### src/rtl/aw_reg_slice.sv
// -----------------------------------------------------------------------------
// aw_reg_slice
//
// Two-entry register slice (skid buffer) for the AXI4 write-address channel.
// It sits between a master port and the AW crossbar inputs. The upstream
// ready comes straight from a flop, so the crossbar's address-decoded ready
// has no combinational path back to the master. The slice still sustains
// one transfer per cycle. The payload passes through untouched.
//
// Optional feature (compile-time macro AW_SLICE_STALL_CNT_EN):
//   adds the ports stall_clr and stall_cnt, plus a saturating 16-bit counter
//   of the cycles in which the crossbar back-pressures a valid address.
//
// Ports:
//   clk, reset_n      rising-edge clock, asynchronous active-low reset
//   m_AW*             upstream (master-side) AW channel; m_AWREADY is registered
//   c_AW*             downstream (crossbar-side) AW channel, driven from MAIN
//   stall_clr         synchronous clear of stall_cnt (optional)
//   stall_cnt         back-pressure cycle count, saturating (optional)
// -----------------------------------------------------------------------------
module aw_reg_slice #(
    parameter int ID_width   = 6,
    parameter int ADDR_width = 32
) (
    input  logic                  clk,
    input  logic                  reset_n,
    input  logic                  m_AWVALID,
    output logic                  m_AWREADY,
    input  logic [ID_width-1:0]   m_AWID,
    input  logic [ADDR_width-1:0] m_AWADDR,
    input  logic [7:0]            m_AWLEN,
    input  logic [2:0]            m_AWSIZE,
    input  logic [1:0]            m_AWBURST,
    input  logic [3:0]            m_AWCACHE,
    input  logic [1:0]            m_AWLOCK,
    input  logic [2:0]            m_AWPROT,
    input  logic [3:0]            m_AWQOS,
    input  logic [3:0]            m_AWREGION,
    input  logic [0:0]            m_AWUSER,
    output logic                  c_AWVALID,
    input  logic                  c_AWREADY,
    output logic [ID_width-1:0]   c_AWID,
    output logic [ADDR_width-1:0] c_AWADDR,
    output logic [7:0]            c_AWLEN,
    output logic [2:0]            c_AWSIZE,
    output logic [1:0]            c_AWBURST,
    output logic [3:0]            c_AWCACHE,
    output logic [1:0]            c_AWLOCK,
    output logic [2:0]            c_AWPROT,
    output logic [3:0]            c_AWQOS,
    output logic [3:0]            c_AWREGION,
    output logic [0:0]            c_AWUSER
`ifdef AW_SLICE_STALL_CNT_EN
    ,
    input  logic                  stall_clr,
    output logic [15:0]           stall_cnt
`endif
);

    localparam int PW = ID_width + ADDR_width + 31;

    // The state encoding is {main_v, skid_v}. The encoding 01 cannot be
    // reached.
    typedef enum logic [1:0] {
        EMPTY = 2'b00,
        ONE   = 2'b10,
        FULL  = 2'b11
    } state_t;

    state_t          state_reg, state_next;
    logic            m_ready_reg;
    logic [PW-1:0]   main_reg, skid_reg;
    logic [PW-1:0]   m_payload;
    logic            up_fire, dn_fire;
    logic            load_main_up, load_main_skid, load_skid;

    assign m_payload = {m_AWID, m_AWADDR, m_AWLEN, m_AWSIZE, m_AWBURST,
                        m_AWCACHE, m_AWLOCK, m_AWPROT, m_AWQOS, m_AWREGION,
                        m_AWUSER};

    assign c_AWVALID = state_reg[1];
    assign m_AWREADY = m_ready_reg;
    assign up_fire   = m_AWVALID & m_ready_reg;
    assign dn_fire   = c_AWVALID & c_AWREADY;

    assign {c_AWID, c_AWADDR, c_AWLEN, c_AWSIZE, c_AWBURST, c_AWCACHE,
            c_AWLOCK, c_AWPROT, c_AWQOS, c_AWREGION, c_AWUSER} = main_reg;

    // Next-state logic and the register load strobes
    always_comb begin
        state_next     = state_reg;
        load_main_up   = 1'b0;
        load_main_skid = 1'b0;
        load_skid      = 1'b0;
        case (state_reg)
            EMPTY: begin
                if (up_fire) begin
                    state_next   = ONE;
                    load_main_up = 1'b1;
                end
            end
            ONE: begin
                if (up_fire && dn_fire) begin
                    load_main_up = 1'b1;
                end else if (up_fire) begin
                    state_next = FULL;
                    load_skid  = 1'b1;
                end else if (dn_fire) begin
                    state_next = EMPTY;
                end
            end
            FULL: begin
                // m_AWREADY is low here, so only a drain can happen.
                if (dn_fire) begin
                    state_next     = ONE;
                    load_main_skid = 1'b1;
                end
            end
            default: state_next = EMPTY;
        endcase
    end

    always_ff @(posedge clk or negedge reset_n) begin
        if (!reset_n) begin
            state_reg   <= EMPTY;
            m_ready_reg <= 1'b0;
        end else begin
            state_reg   <= state_next;
            // Ready is computed one cycle ahead: it is low exactly while
            // the next state is FULL.
            m_ready_reg <= ~state_next[0];
        end
    end

    always_ff @(posedge clk or negedge reset_n) begin
        if (!reset_n) begin
            main_reg <= '0;
            skid_reg <= '0;
        end else begin
            if (load_main_up) begin
                main_reg <= m_payload;
            end else if (load_main_skid) begin
                main_reg <= skid_reg;
            end
            if (load_skid) begin
                skid_reg <= m_payload;
            end
        end
    end

`ifdef AW_SLICE_STALL_CNT_EN
    logic [15:0] stall_cnt_reg;

    always_ff @(posedge clk or negedge reset_n) begin
        if (!reset_n) begin
            stall_cnt_reg <= 16'd0;
        end else if (stall_clr) begin
            stall_cnt_reg <= 16'd0;
        end else if (c_AWVALID && !c_AWREADY && (stall_cnt_reg != 16'hFFFF)) begin
            stall_cnt_reg <= stall_cnt_reg + 16'd1;
        end
    end

    assign stall_cnt = stall_cnt_reg;
`endif

endmodule
### config.mk
export PLATFORM = sky130hd
export DESIGN_NAME = aw_reg_slice
export DESIGN_NICKNAME = d
export VERILOG_FILES = /design/src/rtl/aw_reg_slice.sv
export SDC_FILE = /design/constraint.sdc
export NUM_CORES = 1
export LEC_CHECK = 0
export BUFFER_PORTS_ARGS = -buffer_cell sky130_fd_sc_hd__buf_2
export CORE_MARGIN = 2
export CORE_UTILIZATION = 53
export CTS_CLUSTER_SIZE = 25
export DETAILED_ROUTE_END_ITERATION = 12
export GPL_TIMING_DRIVEN = 0
export PLACE_DENSITY_LB_ADDON = 0.3
export SLEW_MARGIN = 20
export SYNTH_ARGS = -nofsm -noshare
export SYNTH_HDL_FRONTEND = slang
export SYNTH_SLANG_ARGS = --single-unit
### constraint.sdc
create_clock -name clk -period 1.7 [get_ports clk]
set_clock_uncertainty 0.05 [all_clocks]
set_input_delay 0.51 -clock clk [delete_from_list [all_inputs] [get_ports clk]]
set_output_delay 0.51 -clock clk [all_outputs]
set_load 0.05 [all_outputs]
Yosys cells after proc, flatten, opt, wreduce, memory -nomap -nowiden
Index checks and enable logic that the tools add are counted.

Reduce and logical (&&, ||, !) cells: 4. Mux-type cells: 15. Eq/ne operators: 6. Bitwise gates (word level): 3.

Operator list (count): 2-to-1 mux 69 bit (2); 2-to-1 mux 2 bit (5); 2-to-1 mux 1 bit (6); inequality test 2 bit, second input constant (3); one-hot mux 2 bit (3 select lines) (1); equality test 2 bit, second input constant (2); AND reduction 4 bit (1); inequality test 3 bit, second input constant (1); AND 1 bit (2); zero test 2 bit (1); one-hot mux 1 bit (2 select lines) (1); nonzero test 2 bit (1); logical AND 1 bit (1); NOT 1 bit (1).

Bits of input ports: 73. Word-level logic and storage cells: 33. Flip-flop bits (word level): 141. Output and inout port bits: 71.

Logic depth before layout (Yosys ltp)
Gate-level depths: netlist of the first run.

Word-level depth: 6. Depth in mapped cells: 6. Mapped depth without buffers: 3.

Worst setup path after synthesis of the first run
No wires, ideal clock.

Path kind: flip-flop to flip-flop. Start point: reg m_ready_reg (netlist: m_AWREADY). End point: reg main_reg[34]. Library setup time: 126 ps. Arrival time: 1742 ps. Required time: 1524 ps. Clock period less this slack: 1918 ps. Path buffers: 3. Cell stages (with the launch flop): 7. Slack: -218 ps. Cells stage by stage: dfrtp_1 > a21oi_1 > a211o_1 > buf_2 > buf_6 > buf_6 > a221o_1.

Longest elaborated chain between the ends: 5. Elaborated cells on any way between the ends: 7. Those cells by class: mux: 4; bitwise: 1; reduce/logical: 2.

RTL lines: from (decl) (RTL line 71) `logic m_ready_reg;`; from (signal assigned) (RTL line 131) `m_ready_reg <= ~state_next[0];`; AND 1 bit (*) (RTL line 83) `assign up_fire = m_AWVALID & m_ready_reg;`; logical AND 1 bit (RTL line 103) `if (up_fire && dn_fire) begin`; 2-to-1 mux 1 bit (RTL line 103); one-hot mux 1 bit (2 select lines) (*) (RTL line 95) `case (state_reg)`; 2-to-1 mux 69 bit / nonzero test 2 bit (equally long branches); to (signal assigned) (RTL line 141) `main_reg <= m_payload;`; to (signal assigned) (RTL line 143) `main_reg <= skid_reg;`; to (decl) (RTL line 72) `logic [PW-1:0] main_reg, skid_reg;`.

Mark *: on every way between the ends. The rest lies on a longest branch, timed or not. A chain may end at the register's enable or synchronous reset.

Worst setup path after layout of the first run
Start point: reg m_ready_reg (netlist: m_AWREADY). End point: out m_AWREADY.

RTL lines: to (decl) (RTL line 28) `output logic m_AWREADY,`.

No word-level cell between the ends.

==> results.txt, run 1 <==
- Of the total power, the clock network draws 0.253.
- For the pin with the worst max-slew slack, the measured transition is between 0.5 and 0.6 ns.
- Routability-driven placement finished with a final weighted congestion of 0.728.
- In this run the worst path has a maximum fanout of 3.
- The die is 108 um wide.
- The largest total area in the synthesized netlist belongs to sky130_fd_sc_hd__dfrtp_1.
* Portion of the post-synthesis area used by sequential elements: 0.619
* Mapped Avg Cell Area: ~15 sq um
- Flip-flop and latch count after synthesis: between 100 and 150
- Largest stage delay on the critical path: around 0.44 ns
* Share of synthesized flip-flops with an asynchronous set or reset: 1.00
- The via count of the first global-routing pass was 4237.
- Antenna Nets Post-Route: 0
- TritonCTS built the clock tree.
- Peak VDD IR: between 0.8 and 0.9 mV
- After clock tree synthesis, the clock-pin slew on the worst setup and hold paths is ~0.060 ns.
* Outcome: completed
- Power spread over the standard cell area amounts to 1710 mW/mm^2.
- Unrepaired setup endpoints after global routing: yes
- Cell Area, Synth: around 0.0057 sq mm
- Final setup violation count: 0
* Chain of cells forming the critical path: buf_6
* Post-layout min period: 1.69 ns
- Standard cell with the maximum stage delay on the critical path: sky130_fd_sc_hd__dfrtp_2
* Period utilization: 0.993
* Total buffers and inverters traversed by the critical path: 1
* DR WL/cell: ~19 um
- Die area: about 0.012 sq mm
- Gr usage total: 0.240
- Warnings from Yosys: 0
- Number of input and output port buffers inserted: roughly 140
- The share of synthesized area in the top cell type comes to 0.619.
- The initial antenna violation count was 0.
* Top cells by area in the synthesized netlist: sky130_fd_sc_hd__dfrtp_1 (62%), sky130_fd_sc_hd__mux2_2 (12%), sky130_fd_sc_hd__a221o_1 (12%), sky130_fd_sc_hd__and2_1 (7.6%), sky130_fd_sc_hd__mux2_4 (1.6%)
- TritonCTS created 17 clock buffers.
- The pre-antenna-repair detailed-routing pass consisted of 5 iterations.
- Grouping stages by cell kind, the critical path spends the most delay in flip-flops.
* Switching part of the total power: 0.358
- Height of the die: about 110 um
- In this run, synthesis inferred 0 flip-flops with an integrated enable.
- Commonest cells in the synthesized netlist: sky130_fd_sc_hd__dfrtp_1 (141), sky130_fd_sc_hd__a221o_1 (69), sky130_fd_sc_hd__and2_1 (69)
* Critical path start-end classification: register to output port
* Clock insertion delay at the later pin of the skew report: approximately 0.53 ns
- Data required time at the worst endpoint: around 1.1 ns
- The core region is approximately 0.010 sq mm.
* Global-route wire length before repair: roughly 21000 um
* Headroom to the max-slew limit: 0.666
- Wire length reported by the detailed router: about 13000 um
- In the post-synthesis netlist, the cell with the most instances is sky130_fd_sc_hd__dfrtp_1.
- The routed layout has slightly below 4000 vias.
- No sink is reached through more buffers than the 2 on the longest clock path.
- Of the total power, registers draw 0.397.
- Across all hold checks on the routed design, the worst slack comes to 0.179 ns.
- After detailed routing, the number of remaining DRC violations is 0.
- Counting every instance in the synthesized netlist gives ~390.
* Static Leak: 3.63 nW
- CP Capture Type: output port
* Combinational group share of total power: 0.350
- Across the run, the number of max-cap violations was 0.
* Dominant register cell in the synthesized netlist: sky130_fd_sc_hd__dfrtp_1
* DP HPWL: ~8500 um
- The number of nets in the synthesized netlist is 465.
- In this run the number of H-tree levels came out at 4.
- Utilization of the core after routing: 0.729
* Num rows: 37
- The final hold violation count is 0.
- Ports placed on the boundary: ~140
- STA classifies the critical path startpoint as a register.
* Final total negative setup slack: 0 ns
* Layout overhead on the synthesized area: 32.5%
* Via density per instance: 5.65
- Fraction of final layout cells with drive strength greater than 1: 0.484
- After the first detailed-routing iteration, the DRC count stood at 225.
- Counting the fill cells in the layout gives roughly 690.
* Max Clk Rate: 0.593 GHz
- Total gr overflow: 0
* Switching power: 0.00463 W
- Post-synthesis cell type count: 18
* Data arrival time at the worst-slack endpoint: 1.13 ns
- The clock net in this run drives a total of around 140 sinks.
- The initial utilization of the core area, before any placement, comes to 0.550.
- CTS placed an instance of sky130_fd_sc_hd__clkbuf_8 at the clock tree root.
* Hold Path Class: input pin to register
- Maximum number of pins on one net before global-route repair: 76
- The number of pins exceeding their max-slew limit in the final report was 0.
- Diode insertion count for antenna repair: 0
- Internal power comes to approximately 0.0083 W.
- At the end of the flow, the number of nets in the layout was between 600 and 700.
## logic make-up (layout without fill, tap and decap cells)
family,after synthesis,in the layout,share of synthesized area
flip-flops,141,141,0.619
multiplexers,69,69,0.140
AO/OA/AOI/OAI,72,72,0.124
buffers and inverters,33,209,0.0303
AND/OR/NAND/NOR,77,77,0.0864
## power by group through the flow
stage / sequential, W / combinational (W) / clock [W]
after floorplan: 0.00666 / 0.00135 / 0
after global placement: 0.00500 / 0.00396 / 0
after detailed placement: 0.00507 / 0.00406 / 0
after CTS: 0.00509 / 0.00443 / 0.00332
after global routing: 0.00525 / 0.00477 / 0.00348
final: 0.00513 / 0.00453 / 0.00327
## cell usage in the layout (no fill, tap or decap)
master	Yosys	routed
sky130_fd_sc_hd__or2_1	1	1
sky130_fd_sc_hd__and2_1	69	69
sky130_fd_sc_hd__mux2_4	6	6
sky130_fd_sc_hd__dlygate4sd3_1	0	1
sky130_fd_sc_hd__nand2b_1	2	2
sky130_fd_sc_hd__clkbuf_4	0	1
sky130_fd_sc_hd__buf_4	0	51
sky130_fd_sc_hd__a221o_1	69	69
sky130_fd_sc_hd__a21oi_2	0	1
sky130_fd_sc_hd__clkbuf_8	0	6
sky130_fd_sc_hd__clkbuf_2	0	3
sky130_fd_sc_hd__inv_1	2	2
sky130_fd_sc_hd__nor2b_1	2	1
sky130_fd_sc_hd__mux2_2	63	63
sky130_fd_sc_hd__dfrtp_2	0	3
sky130_fd_sc_hd__buf_6	5	37
sky130_fd_sc_hd__clkinv_2	0	8
sky130_fd_sc_hd__buf_2	9	72
sky130_fd_sc_hd__buf_8	0	2
sky130_fd_sc_hd__o21ai_0	1	1
sky130_fd_sc_hd__a211o_1	1	1
sky130_fd_sc_hd__nand3b_4	1	1
sky130_fd_sc_hd__and3_4	0	1
sky130_fd_sc_hd__nor2_4	0	1
sky130_fd_sc_hd__clkbuf_1	17	8
sky130_fd_sc_hd__buf_16	0	1
sky130_fd_sc_hd__clkbuf_16	0	16
sky130_fd_sc_hd__nor2b_4	0	1
sky130_fd_sc_hd__buf_12	0	1
sky130_fd_sc_hd__dfrtp_1	141	138
## worst paths after layout
kind | start | endpoint | slack [ns] | cells after the start
max in group asynchronous | reset_n | skid_reg[22] | 0.40 | 3
min in group asynchronous | reset_n | main_reg[53] | 0.47 | 2
max | m_AWREADY | m_AWREADY | 0.01 | 1
min | m_AWADDR[3] | main_reg[34] | 0.18 | 2
min reg2reg | skid_reg[68] | skid_reg[68] | 0.44 | 1
max reg2reg | state_reg[0] | main_reg[48] | 0.05 | 5
## area by class of cell
| class | count | area [sq um] | area share |
|---|---|---|---|
| Clock inverter | 8 | 40.0 | 0.00530 |
| Inverter | 2 | 7.51 | 0.000993 |
| Tap cell | 136 | 170 | 0.0225 |
| Clock buffer | 23 | 487 | 0.0644 |
| Multi-Input combinational cell | 218 | 2030 | 0.268 |
| Buffer | 27 | 213 | 0.0281 |
| Sequential cell | 141 | 3530 | 0.467 |
| Timing Repair Buffer | 149 | 1080 | 0.143 |
## what timing repair did
item	in CTS	in global routing
hold buffers	1	0
gates resized for setup	95	56
gates cloned	0	0
setup buffers	3	1
hold endpoints to repair	66	0
setup endpoints to repair	139	133
## metrics by stage
step	total power (W)	area, sq um	setup WS [ns]	std cells
6_report	0.0129	7560	0.0126	704
3_5_place_dp	0.00913	6650	-0.435	672
2_1_floorplan	0.00802	5730	-0.0266	392
3_3_place_gp	0.00896	6610	-2.05	671
5_1_grt	0.0135	7560	-0.0287	704
4_1_cts	0.0128	7430	-0.0132	704
## per-layer routing
| layer | global-route usage | routed length [um] | vias up |
|---|---|---|---|
| met1 | 0.309 | 5500 | 2050 |
| met2 | 0.388 | 6690 | 131 |
| met5 | 0 | 0 | - |
| met4 | 0.0952 | 173 | 0 |
| met3 | 0.0660 | 775 | 15 |
| li1 | - | - | 1780 |
(Power assumes the default switching activity.)
==> inputs of run 2 (changes only) <==
--- a/config.mk
+++ b/config.mk
@@ -9,5 +9,4 @@
 export CORE_MARGIN = 2
 export CORE_UTILIZATION = 53
-export CTS_CLUSTER_SIZE = 25
 export DETAILED_ROUTE_END_ITERATION = 12
 export GPL_TIMING_DRIVEN = 0
--- a/constraint.sdc
+++ b/constraint.sdc
@@ -3,3 +3,3 @@
 set_input_delay 0.51 -clock clk [delete_from_list [all_inputs] [get_ports clk]]
 set_output_delay 0.51 -clock clk [all_outputs]
-set_load 0.05 [all_outputs]
+set_load 0.01 [all_outputs]
==> results.txt, run 2 (synthesized netlist as in run 1, its figures left out) <==
- Outcome: completed
- The largest single stage delay on the critical path is between 0.4 and 0.5 ns.
- Initial antenna violation count: 0
- The finished cells cover just over 0.007 sq mm.
* Wire length reported by the detailed router: approximately 13000 um
- Buffers inserted during clock tree synthesis total 17.
- The die covers 0.0116 sq mm.
* Critical path start-end classification: register to register
- DP HPWL: 8640 um
* Global-route wire length before repair: between 20000 and 25000 um
- Clock tree buffer depth: 2
- CP Capture Type: register
- Counting stages on the worst path, the most repeated cell is sky130_fd_sc_hd__buf_6.
* Utilization of the core after routing: 0.701
- Headroom to the max-slew limit came out at 0.679.
- The kind of cell with the highest combined delay along the critical path is compound AO/OA/AOI/OAI gates.
- The most critical setup path has its startpoint at state_reg[0].
- Traced cell by cell, the critical path runs through buf_6 > a211o_4 > buf_8 > buf_6 > a221o_1.
* Critical path fanouts, max: 10
- CORE AREA: roughly 0.010 sq mm
- Routability-driven placement finished with a final weighted congestion of between 0.7 and 0.8.
- Number of input and output port buffers inserted: 143
- Via density per instance: between 5 and 6
- In the final routed layout, each cell accounts on average for 18.3 um.
- First-iteration detailed-routing DRC count: 182
- The tree built by TritonCTS fans out to ~140 sinks.
- The worst register-to-register path has a depth of 5.
- For the worst-skew pair, the clock arrives at the later sink with an insertion delay of about 0.52 ns.
- Static Leak: between 3 and 4 nW
- Antenna Nets Post-Route: 0
- Timing would allow up to 0.593 GHz.
* Unrepaired setup endpoints after global routing: yes
- In this run the cell area measured after placement is between 0.006 and 0.007 sq mm.
- The worst hold path begins at m_AWLEN[0].
* Total DRC errors in the routed layout: 0
- In this run the count of I/O pins placed on the die edge is approximately 140.
- Worst reg2reg path startpoint: state_reg[0]
- Total buffers and inverters traversed by the critical path: 3
* Data required time at the worst endpoint: just over 2 ns
- Count of pins over their slew limit: 0
* Number of max-cap violations: 0
- The first TritonRoute pass finished after 4 iterations.
* Gr usage total: 0.229
* Total gr overflow: 0
- Capture endpoint of the worst hold path: main_reg[23]
- The setup check on the worst reg-to-reg path leaves a slack of around 0.013 ns.
- TritonCTS built the clock tree.
- In the layout the commonest cells are sky130_fd_sc_hd__buf_2 (148), sky130_fd_sc_hd__dfrtp_1 (140), sky130_fd_sc_hd__and2_1 (69), sky130_fd_sc_hd__a221o_1 (69), sky130_fd_sc_hd__mux2_2 (63).
- Measured along the y axis, the die boundary spans around 110 um.
* Data arrival time at the worst-slack endpoint: between 2 and 2.5 ns
* Fraction of final layout cells with drive strength greater than 1: 0.476
- The die is approximately 110 um wide.
- After the last flow step, the layout net total stands at approximately 630.
* Num rows: 37
- The worst-case IR drop observed on VDD is a little under 1 mV.
- Layout overhead on the synthesized area: 27.5%
* Effective utilization at floorplan: 0.550
* Maximum number of pins on one net before global-route repair: between 70 and 80
- Post-layout min period: about 1.7 ns
* Diode insertion count for antenna repair: 0
- Reg-to-Reg End: main_reg[40]
- Setup violations remaining at the end of the flow were counted as 0.
* H-Tree Level Count: 4
- Clock root cell: sky130_fd_sc_hd__clkbuf_8
- Leaving out fill and tap cells, the most frequent cell in the layout is sky130_fd_sc_hd__buf_2.
* Hold depth: 2
* Least-Margin Pin Slew: ~0.48 ns
- The tightest min-delay check is of the input pin to register type.
- Vias in the first global route: slightly above 4000
* Clk slew on worst S/H paths: approximately 0.06 ns
- Period utilization: 0.992
- In this run the power density over the cells is approximately 1500 mW/mm^2.
- The largest individual stage delay along the critical path comes from the cell sky130_fd_sc_hd__dfrtp_1.
- Via Count: roughly 4000
- STA classifies the critical path startpoint as a register.
* Count of final hold-check violations: 0
==> run 2: worst max-delay path by stage <==
| stage | end | slack, ns | cells after the start |
|---|---|---|---|
| after floorplan | skid_reg[58] | 0.001 | 6 |
| after global placement | skid_reg[23] | -1.76 | 1 |
| after detailed placement | main_reg[40] | -0.34 | 7 |
| after CTS | main_reg[40] | -0.004 | 5 |
| after global routing | m_AWREADY | -0.01 | 1 |
| final | main_reg[40] | 0.01 | 5 |
==> run 2: layout make-up <==
class / count / area, sq um
buffer: 27 / 168
clock buffer: 23 / 477
clock inverter: 7 / 87.6
fill: 714 / 3100
inverter: 2 / 7.51
multi-input combinational: 218 / 2030
sequential: 141 / 3530
tap: 136 / 170
timing repair buffer: 147 / 801
==> run 2: metrics by stage <==
| stage | setup WS (ns) | setup TNS [ns] | total power (W) | instances | hold WS (ns) |
|---|---|---|---|---|---|
| 6_report | 0.0135 | 0 | 0.0112 | 701 | 0.178 |
| 3_5_place_dp | -0.339 | -24.06 | 0.00761 | 672 | 0.430 |
| 2_1_floorplan | 0.00128 | 0 | 0.00653 | 392 | 0.164 |
| 5_1_grt | -0.0143 | -0.0457 | 0.0117 | 701 | 0.154 |
| 3_3_place_gp | -1.76 | -268.03 | 0.00743 | 671 | 0.428 |
| 4_1_cts | -0.00360 | -0.00659 | 0.0112 | 701 | 0.151 |
==> run 2: per-layer routing <==
layer  wire length, um  global-route usage  share of wire  up-vias
li1                  -                   -              -     1780
met4               223              0.0962          0.017        0
met3               873              0.0775          0.068       18
met2              6240               0.358           0.49      131
met1              5490               0.294           0.43     2011
met5                 0                   0              0        -
==> run 2: report_power, final <==
| part | total, W | switching, W | internal, W |
|---|---|---|---|
| Sequential | 0.00506 | 0.000579 | 0.00448 |
| Clock | 0.00353 | 0.00131 | 0.00222 |
| Combinational | 0.00257 | 0.00114 | 0.00144 |
==> run 2: worst reg2reg max path, stage by stage, from the launching register on <==
cell,delay (ns)
sky130_fd_sc_hd__dfrtp_1,0.42
sky130_fd_sc_hd__buf_6,0.14
sky130_fd_sc_hd__a211o_4,0.36
sky130_fd_sc_hd__buf_8,0.16
sky130_fd_sc_hd__buf_6,0.14
sky130_fd_sc_hd__a221o_1,0.30
==> run 2: repair_timing <==
action                                  in CTS  in global routing
hold buffers                                 1                  0
endpoints found under the setup margin      67                 36
resized for setup                           14                 18
endpoints found under the hold margin       63                  0
pin swaps                                    1                  0
cloned                                       0                  0
setup buffers                                1                  1
